File: src/rtl/tsc_pkg.sv
// Shared constants and FSM encoding for the transient-capture ADC sequencer.
package tsc_pkg;

   // Default widths and timing used by the sequencer and the capture core
   localparam int unsigned DATA_W_DEF     = 8;
   localparam int unsigned TS_W_DEF       = 32;
   localparam int unsigned PER_W_DEF      = 16;
   localparam int unsigned PERIOD_MIN_DEF = 4;
   localparam int unsigned TIMEOUT_DEF    = 1024;
   localparam int unsigned RST_CYCLES_DEF = 4;

   // ADC handshake constants
   localparam logic ADC_RST_ASSERT   = 1'b1;
   localparam logic ADC_RST_DEASSERT = 1'b0;

   // Overrun counter width and saturation value
   localparam int unsigned      OVR_W   = 8;
   localparam logic [OVR_W-1:0] OVR_MAX = '1;

   // FSM state encoding
   localparam logic [2:0] ST_ADC_RST   = 3'd0;
   localparam logic [2:0] ST_IDLE      = 3'd1;
   localparam logic [2:0] ST_WAIT_TICK = 3'd2;
   localparam logic [2:0] ST_REQ       = 3'd3;
   localparam logic [2:0] ST_RELEASE   = 3'd4;
   localparam logic [2:0] ST_ERR       = 3'd5;

   typedef enum logic [2:0] {
      StAdcRst   = ST_ADC_RST,
      StIdle     = ST_IDLE,
      StWaitTick = ST_WAIT_TICK,
      StReq      = ST_REQ,
      StRelease  = ST_RELEASE,
      StErr      = ST_ERR
   } state_e;

endpackage

File: src/rtl/tsc_tick_gen.sv
// Free-running sample tick divider: one-cycle tick every 'per' cycles while enabled.
module tsc_tick_gen #(
   parameter int unsigned PER_W = 16
) (
   input  logic             clk,
   input  logic             reset,
   input  logic             clear,
   input  logic             en,
   input  logic [PER_W-1:0] per,
   output logic             tick
);

   localparam logic [PER_W-1:0] ONE = PER_W'(1);

   logic [PER_W-1:0] cnt_q;

   // Tick fires in the last cycle of each period
   assign tick = en && (cnt_q == (per - ONE));

   // Divider counter; clear restarts phase so the first tick lands 'per' cycles later
   always_ff @(posedge clk or negedge reset) begin
      if (!reset) begin
         cnt_q <= '0;
      end else if (clear) begin
         cnt_q <= '0;
      end else if (en) begin
         cnt_q <= tick ? '0 : cnt_q + ONE;
      end
   end

endmodule

File: src/rtl/tsc_adc_sequencer.sv
// ADC conversion sequencer: paces conversions, runs the 4-phase req/rdy handshake,
// delivers timestamped sample strobes and handles timeout recovery and overruns.
module tsc_adc_sequencer
   import tsc_pkg::*;
#(
   parameter int unsigned DATA_W     = DATA_W_DEF,
   parameter int unsigned TS_W       = TS_W_DEF,
   parameter int unsigned PER_W      = PER_W_DEF,
   parameter int unsigned PERIOD_MIN = PERIOD_MIN_DEF,
   parameter int unsigned TIMEOUT    = TIMEOUT_DEF,
   parameter int unsigned RST_CYCLES = RST_CYCLES_DEF
) (
   input  logic              clk,
   input  logic              reset,
   input  logic              start,
   input  logic              stop,
   input  logic [PER_W-1:0]  period,
   output logic              adc_req,
   input  logic              adc_rdy,
   input  logic [DATA_W-1:0] adc_dat,
   output logic              adc_rst,
   output logic              smp_valid,
   output logic [DATA_W-1:0] smp_data,
   output logic [TS_W-1:0]   smp_time,
   output logic              busy,
   output logic              err_to,
   output logic [OVR_W-1:0]  ovr_cnt
);

   localparam int unsigned TO_W = (TIMEOUT > 1) ? $clog2(TIMEOUT) : 1;
   localparam int unsigned RC_W = (RST_CYCLES > 1) ? $clog2(RST_CYCLES) : 1;
   localparam logic [TO_W-1:0]  TO_LAST = TO_W'(TIMEOUT - 1);
   localparam logic [RC_W-1:0]  RC_LAST = RC_W'(RST_CYCLES - 1);
   localparam logic [PER_W-1:0] PMIN    = PER_W'(PERIOD_MIN);

   state_e            state_q;
   logic [PER_W-1:0]  per_q;
   logic [TS_W-1:0]   tick_idx_q;
   logic [TS_W-1:0]   req_idx_q;
   logic              stop_pend_q;
   logic [TO_W-1:0]   wait_cnt_q;
   logic [RC_W-1:0]   rst_cnt_q;
   logic              tick;
   logic              start_ok;
   logic [PER_W-1:0]  per_clamped;

   assign start_ok    = (state_q == StIdle) && start && !stop;
   assign per_clamped = (period < PMIN) ? PMIN : period;

   tsc_tick_gen #(
      .PER_W (PER_W)
   ) u_tick_gen (
      .clk   (clk),
      .reset (reset),
      .clear (start_ok),
      .en    (busy),
      .per   (per_q),
      .tick  (tick)
   );

   // Sequencer FSM with registered outputs, tick index, overrun and timeout accounting
   always_ff @(posedge clk or negedge reset) begin
      if (!reset) begin
         state_q     <= StAdcRst;
         adc_rst     <= ADC_RST_ASSERT;
         adc_req     <= 1'b0;
         busy        <= 1'b0;
         err_to      <= 1'b0;
         ovr_cnt     <= '0;
         smp_valid   <= 1'b0;
         smp_data    <= '0;
         smp_time    <= '0;
         per_q       <= PMIN;
         tick_idx_q  <= '0;
         req_idx_q   <= '0;
         stop_pend_q <= 1'b0;
         wait_cnt_q  <= '0;
         rst_cnt_q   <= '0;
      end else begin
         smp_valid  <= 1'b0;
         // Only REQ/RELEASE advance this; any other state or transition leaves it cleared
         wait_cnt_q <= '0;

         // Every tick advances the index, skipped or not
         if (tick) begin
            tick_idx_q <= tick_idx_q + 1'b1;
         end
         if (tick && (state_q == StReq || state_q == StRelease) && ovr_cnt != OVR_MAX) begin
            ovr_cnt <= ovr_cnt + 1'b1;
         end

         unique case (state_q)
            StAdcRst, StErr: begin
               if (rst_cnt_q == RC_LAST) begin
                  adc_rst   <= ADC_RST_DEASSERT;
                  rst_cnt_q <= '0;
                  state_q   <= StIdle;
               end else begin
                  rst_cnt_q <= rst_cnt_q + 1'b1;
               end
            end
            StIdle: begin
               if (start_ok) begin
                  per_q       <= per_clamped;
                  tick_idx_q  <= '0;
                  ovr_cnt     <= '0;
                  err_to      <= 1'b0;
                  busy        <= 1'b1;
                  stop_pend_q <= 1'b0;
                  state_q     <= StWaitTick;
               end
            end
            StWaitTick: begin
               if (stop) begin
                  busy    <= 1'b0;
                  state_q <= StIdle;
               end else if (tick) begin
                  adc_req   <= 1'b1;
                  req_idx_q <= tick_idx_q;
                  state_q   <= StReq;
               end
            end
            StReq: begin
               if (stop) begin
                  stop_pend_q <= 1'b1;
               end
               if (adc_rdy) begin
                  smp_data  <= adc_dat;
                  smp_time  <= req_idx_q;
                  smp_valid <= 1'b1;
                  adc_req   <= 1'b0;
                  state_q   <= StRelease;
               end else if (wait_cnt_q == TO_LAST) begin
                  err_to      <= 1'b1;
                  busy        <= 1'b0;
                  adc_req     <= 1'b0;
                  adc_rst     <= ADC_RST_ASSERT;
                  rst_cnt_q   <= '0;
                  stop_pend_q <= 1'b0;
                  state_q     <= StErr;
               end else begin
                  wait_cnt_q <= wait_cnt_q + 1'b1;
               end
            end
            StRelease: begin
               if (stop) begin
                  stop_pend_q <= 1'b1;
               end
               // 4-phase: no new request until the ADC drops rdy
               if (!adc_rdy) begin
                  if (stop_pend_q || stop) begin
                     busy    <= 1'b0;
                     state_q <= StIdle;
                  end else begin
                     state_q <= StWaitTick;
                  end
               end else if (wait_cnt_q == TO_LAST) begin
                  err_to      <= 1'b1;
                  busy        <= 1'b0;
                  adc_rst     <= ADC_RST_ASSERT;
                  rst_cnt_q   <= '0;
                  stop_pend_q <= 1'b0;
                  state_q     <= StErr;
               end else begin
                  wait_cnt_q <= wait_cnt_q + 1'b1;
               end
            end
            default: begin
               adc_rst   <= ADC_RST_ASSERT;
               rst_cnt_q <= '0;
               state_q   <= StAdcRst;
            end
         endcase
      end
   end

endmodule

File: config.mk
export PLATFORM = sky130hd
export DESIGN_NAME = tsc_adc_sequencer
export DESIGN_NICKNAME = d
export VERILOG_FILES = /design/src/rtl/tsc_pkg.sv /design/src/rtl/tsc_tick_gen.sv /design/src/rtl/tsc_adc_sequencer.sv
export SDC_FILE = /design/constraint.sdc
export NUM_CORES = 1
export LEC_CHECK = 0
export CAP_MARGIN = 20
export CORE_AREA = 5 5 149 122
export DETAILED_ROUTE_END_ITERATION = 10
export DIE_AREA = 0 0 154 127
export PLACE_DENSITY = 0.71
export SYNTH_ARGS = -nofsm -noshare
export SYNTH_HDL_FRONTEND = slang
export SYNTH_SLANG_ARGS = --single-unit
File: constraint.sdc
create_clock -name clk -period 3.9 [get_ports clk]
set_input_delay 0.975 -clock clk [delete_from_list [all_inputs] [get_ports clk]]
set_output_delay 0.975 -clock clk [all_outputs]
set_load 0.005 [all_outputs]
==> out/metrics.cfg, run 1 <==
[setup_path]
worstSetupStartpointType=flop
end_kind=flop
arrival_ns=3.92
rr_endpoint=tick_idx_q[7]
critPathKind=reg -> reg
worstPathRequired_ns=4.25
r2r_cells=10
r2r-start=per_q[0]
rrSetupSlack_ns=0.33
cp_max_fo=62

[die]
start_util_pct=49.5
coreArea_sq_um=16400
dieArea_sq_um=19600
placementRows=42
die_width_microns=154
die_height_microns=127
io_pins=82

[drt]
routed_wl_microns=18700
drt-pass1-iter-count=5
vias=6534
wire_per_inst_microns=16.0
drc=0
ant_nets=0
routed_via_density=5.59
drt_iter0_markers=646

[timing]
slew_headroom_pct=52.8
max_freq_mhz=280
final_max_slew_viol_count=0
hold_slack_ns=0.461
skew_ns=0.00746
finalSetupViolCount=0
hold_violations=0
grt_setup_unrepaired=false
tightest_slew_ns=0.707
fin_tns_setup_ns=0
layout_min_cycle_time_ns=3.57
fin_crit_sh_pct=91.5

[clocking]
htreeDepth=4
numCtsBuffers=17
tritoncts=built
cts_buffer_depth=2
cts-root-buf=clkbuf_16
cts.clk_slew.worst_paths_ns=0.07
clk_latency_ns=0.43
cts_sinks=165
cts_setup_buffers=0

[yosys]
yosysUniqueCellTypes=56
synth_top_family_by_area=simple AND/OR/NAND/NOR gates
synth-edff-count=0
syn_area_per_cell_sq_um=9.29
ys.warnings.count=0
synthAdderAreaFrac_pct=0.925
syn_nets=908
synthFlopType=dfrtp_1
synth_seq_cells=165
synthMuxAreaShare_pct=4.69
synthCells=873
async_reset_ff_share_pct=100
synth-xor-area-share_pct=4.32
yosysSeqAreaShare_pct=50.9
synth-compound-area-share_pct=10.3
yosys.area_share.simple_pct=25.5
netlist_area_sq_um=8110

[min_path]
min_path_type=reg -> reg
holdPathStages=2
hold_path_end=smp_time[18]
hold_start=req_idx_q[18]

[cells_and_area]
drive_above_1_share_pct=10.0
post-route-util_pct=59.4
finalNetCount=971
design_area_sq_um=9740
area_delta_synth_final_pct=20.1
nFillCells=1425
diodes=0
multiInputGateArea_sq_um=3720
ff_latch_area_sq_um=4130

[grt]
grt_overflow_total=0
grt_max_degree=78
track_usage_pct=19.5
grt_antenna_before_repair=0
grt_pass1_wl_microns=31300
first_global_vias=6146

[pwr]
p_leak_uw=0.00434
irDropWorstVdd_mv=0.298
pwr_density_cell_nw_per_um2=579

[placed_design]
gp_congestion=0.975
dpl.hpwl_microns=12300
dpl_cell_area_sq_um=9090
port_buffers=81

[status]
status=complete, no violations

[run]
maxCapViolCount=0

==> Yosys cell counts (4+ instances only) <==
library cell | count | area share [%]
nand2_1 | 202 | 9.3
dfrtp_1 | 163 | 50
nor2_1 | 56 | 2.6
a21oi_1 | 53 | 3.3
clkbuf_1 | 38 | 1.8
o21ai_0 | 34 | 2.1
mux2_2 | 32 | 4.4
nand3_1 | 29 | 1.8
nand4_1 | 23 | 1.8
or3_1 | 22 | 1.7
xor2_1 | 22 | 2.4
nor3_1 | 20 | 1.2
or4_1 | 20 | 1.9
o31ai_1 | 18 | 1.7
xnor2_1 | 18 | 1.9
inv_1 | 12 | 0.56
nor4_1 | 12 | 0.93
and3_1 | 11 | 0.85
nand2b_1 | 7 | 0.54
ha_1 | 6 | 0.93
and4_1 | 5 | 0.54
buf_2 | 5 | 0.31
nor2b_1 | 5 | 0.39
buf_6 | 4 | 0.56
or2_2 | 4 | 0.31
==> critical path, stage by stage (launching register included) <==
cell and delay, ns:
dfrtp_1 0.45, inv_1 0.12, ha_2 0.29, nor4b_1 0.44, nand4_1 0.17, o21a_1 0.20
o211a_1 0.26, or4_1 0.50, buf_4 0.31, or4_1 0.57, a21oi_1 0.16
==> sequential cells by signal (all words and copies together), names as in the netlist, 2 cells and up <==
| name | cells |
|---|---|
| smp_time | 32 |
| state_q | 3 |
| tick_idx_q | 32 |
| u_tick_gen.cnt_q | 16 |
| ovr_cnt | 8 |
| wait_cnt_q | 10 |
| req_idx_q | 32 |
| rst_cnt_q | 2 |
| smp_data | 8 |
| per_q | 16 |
==> power breakdown <==
group / internal, uW / total [uW] / switching [uW]
logic: 655 / 1450 / 797
registers: 1970 / 2370 / 392
clock network: 1120 / 1830 / 710
==> layer usage <==
layer  GRT usage (%)  share of wire (%)
met5               0                  0
met4            5.71                1.4
met3            4.23                5.4
met2            28.6                 43
met1            29.1                 50
==> worst max-delay path by stage <==
stage / from / endpoint / slack (ns) / depth (start not counted)
after detailed placement: per_q[0] / tick_idx_q[27] / 0.32 / 10
after floorplan: per_q[0] / tick_idx_q[29] / 0.53 / 14
final: per_q[0] / tick_idx_q[7] / 0.33 / 10
after global placement: per_q[0] / tick_idx_q[18] / 0.43 / 10
after global routing: per_q[0] / tick_idx_q[7] / 0.07 / 10
after CTS: per_q[0] / tick_idx_q[7] / 0.24 / 10
==> layout make-up <==
| cell class | count | share of cell area (%) |
|---|---|---|
| clock buffers | 19 | 4.65 |
| repair buffers | 94 | 9.47 |
| well taps | 220 | 2.83 |
| flip-flops and latches | 165 | 42.4 |
| inverters | 12 | 0.462 |
| multi-input cells | 646 | 38.2 |
| clock inverters | 13 | 2.00 |
==> layout by cell type, fill, tap and decap left out, drive strengths merged, types with 4 or more instances in the layout <==
cell type,netlist,routed
a21oi,53,53
and3,11,11
and4,5,5
buf,12,14
bufinv,0,4
clkbuf,38,19
clkdlybuf4s50,0,80
clkinv,0,4
dfrtp,163,163
ha,6,6
inv,12,15
mux2,32,32
nand2,202,202
nand2b,7,7
nand3,29,29
nand4,23,23
nor2,56,56
nor2b,5,5
nor3,20,20
nor4,14,14
o21ai,34,34
o31ai,19,19
or2,4,4
or3,22,22
or4,21,21
xnor2,18,18
xor2,22,22
==> per-stage QoR <==
stage               cells  setup slack, ns  power [uW]
global placement     1137            0.432        3790
CTS                  1169            0.241        5650
detailed placement   1137            0.323        3810
finish               1169            0.331        5640
global route         1169           0.0749        5960
floorplan             873            0.535        3310
==> logic make-up after synthesis <==
| group | Yosys count |
|---|---|
| fa+ha+maj | 6 |
| flops | 165 |
| simple gates | 430 |
| mux | 34 |
| xor+xnor | 40 |
| compound gates | 136 |
| buf+inv | 62 |
==> repair_timing <==
item	4_1_cts	5_1_grt
endpoints found under the setup margin	0	18
hold buffers	0	0
resized for setup	0	2
Power figures use the tool's default switching activity.
==> inputs of run 2 (changes only) <==
Settings changed: CAP_MARGIN 20 to 5.
==> results of run 2 <==
No change in the layout: final DEF, timing and power equal those of run 1.
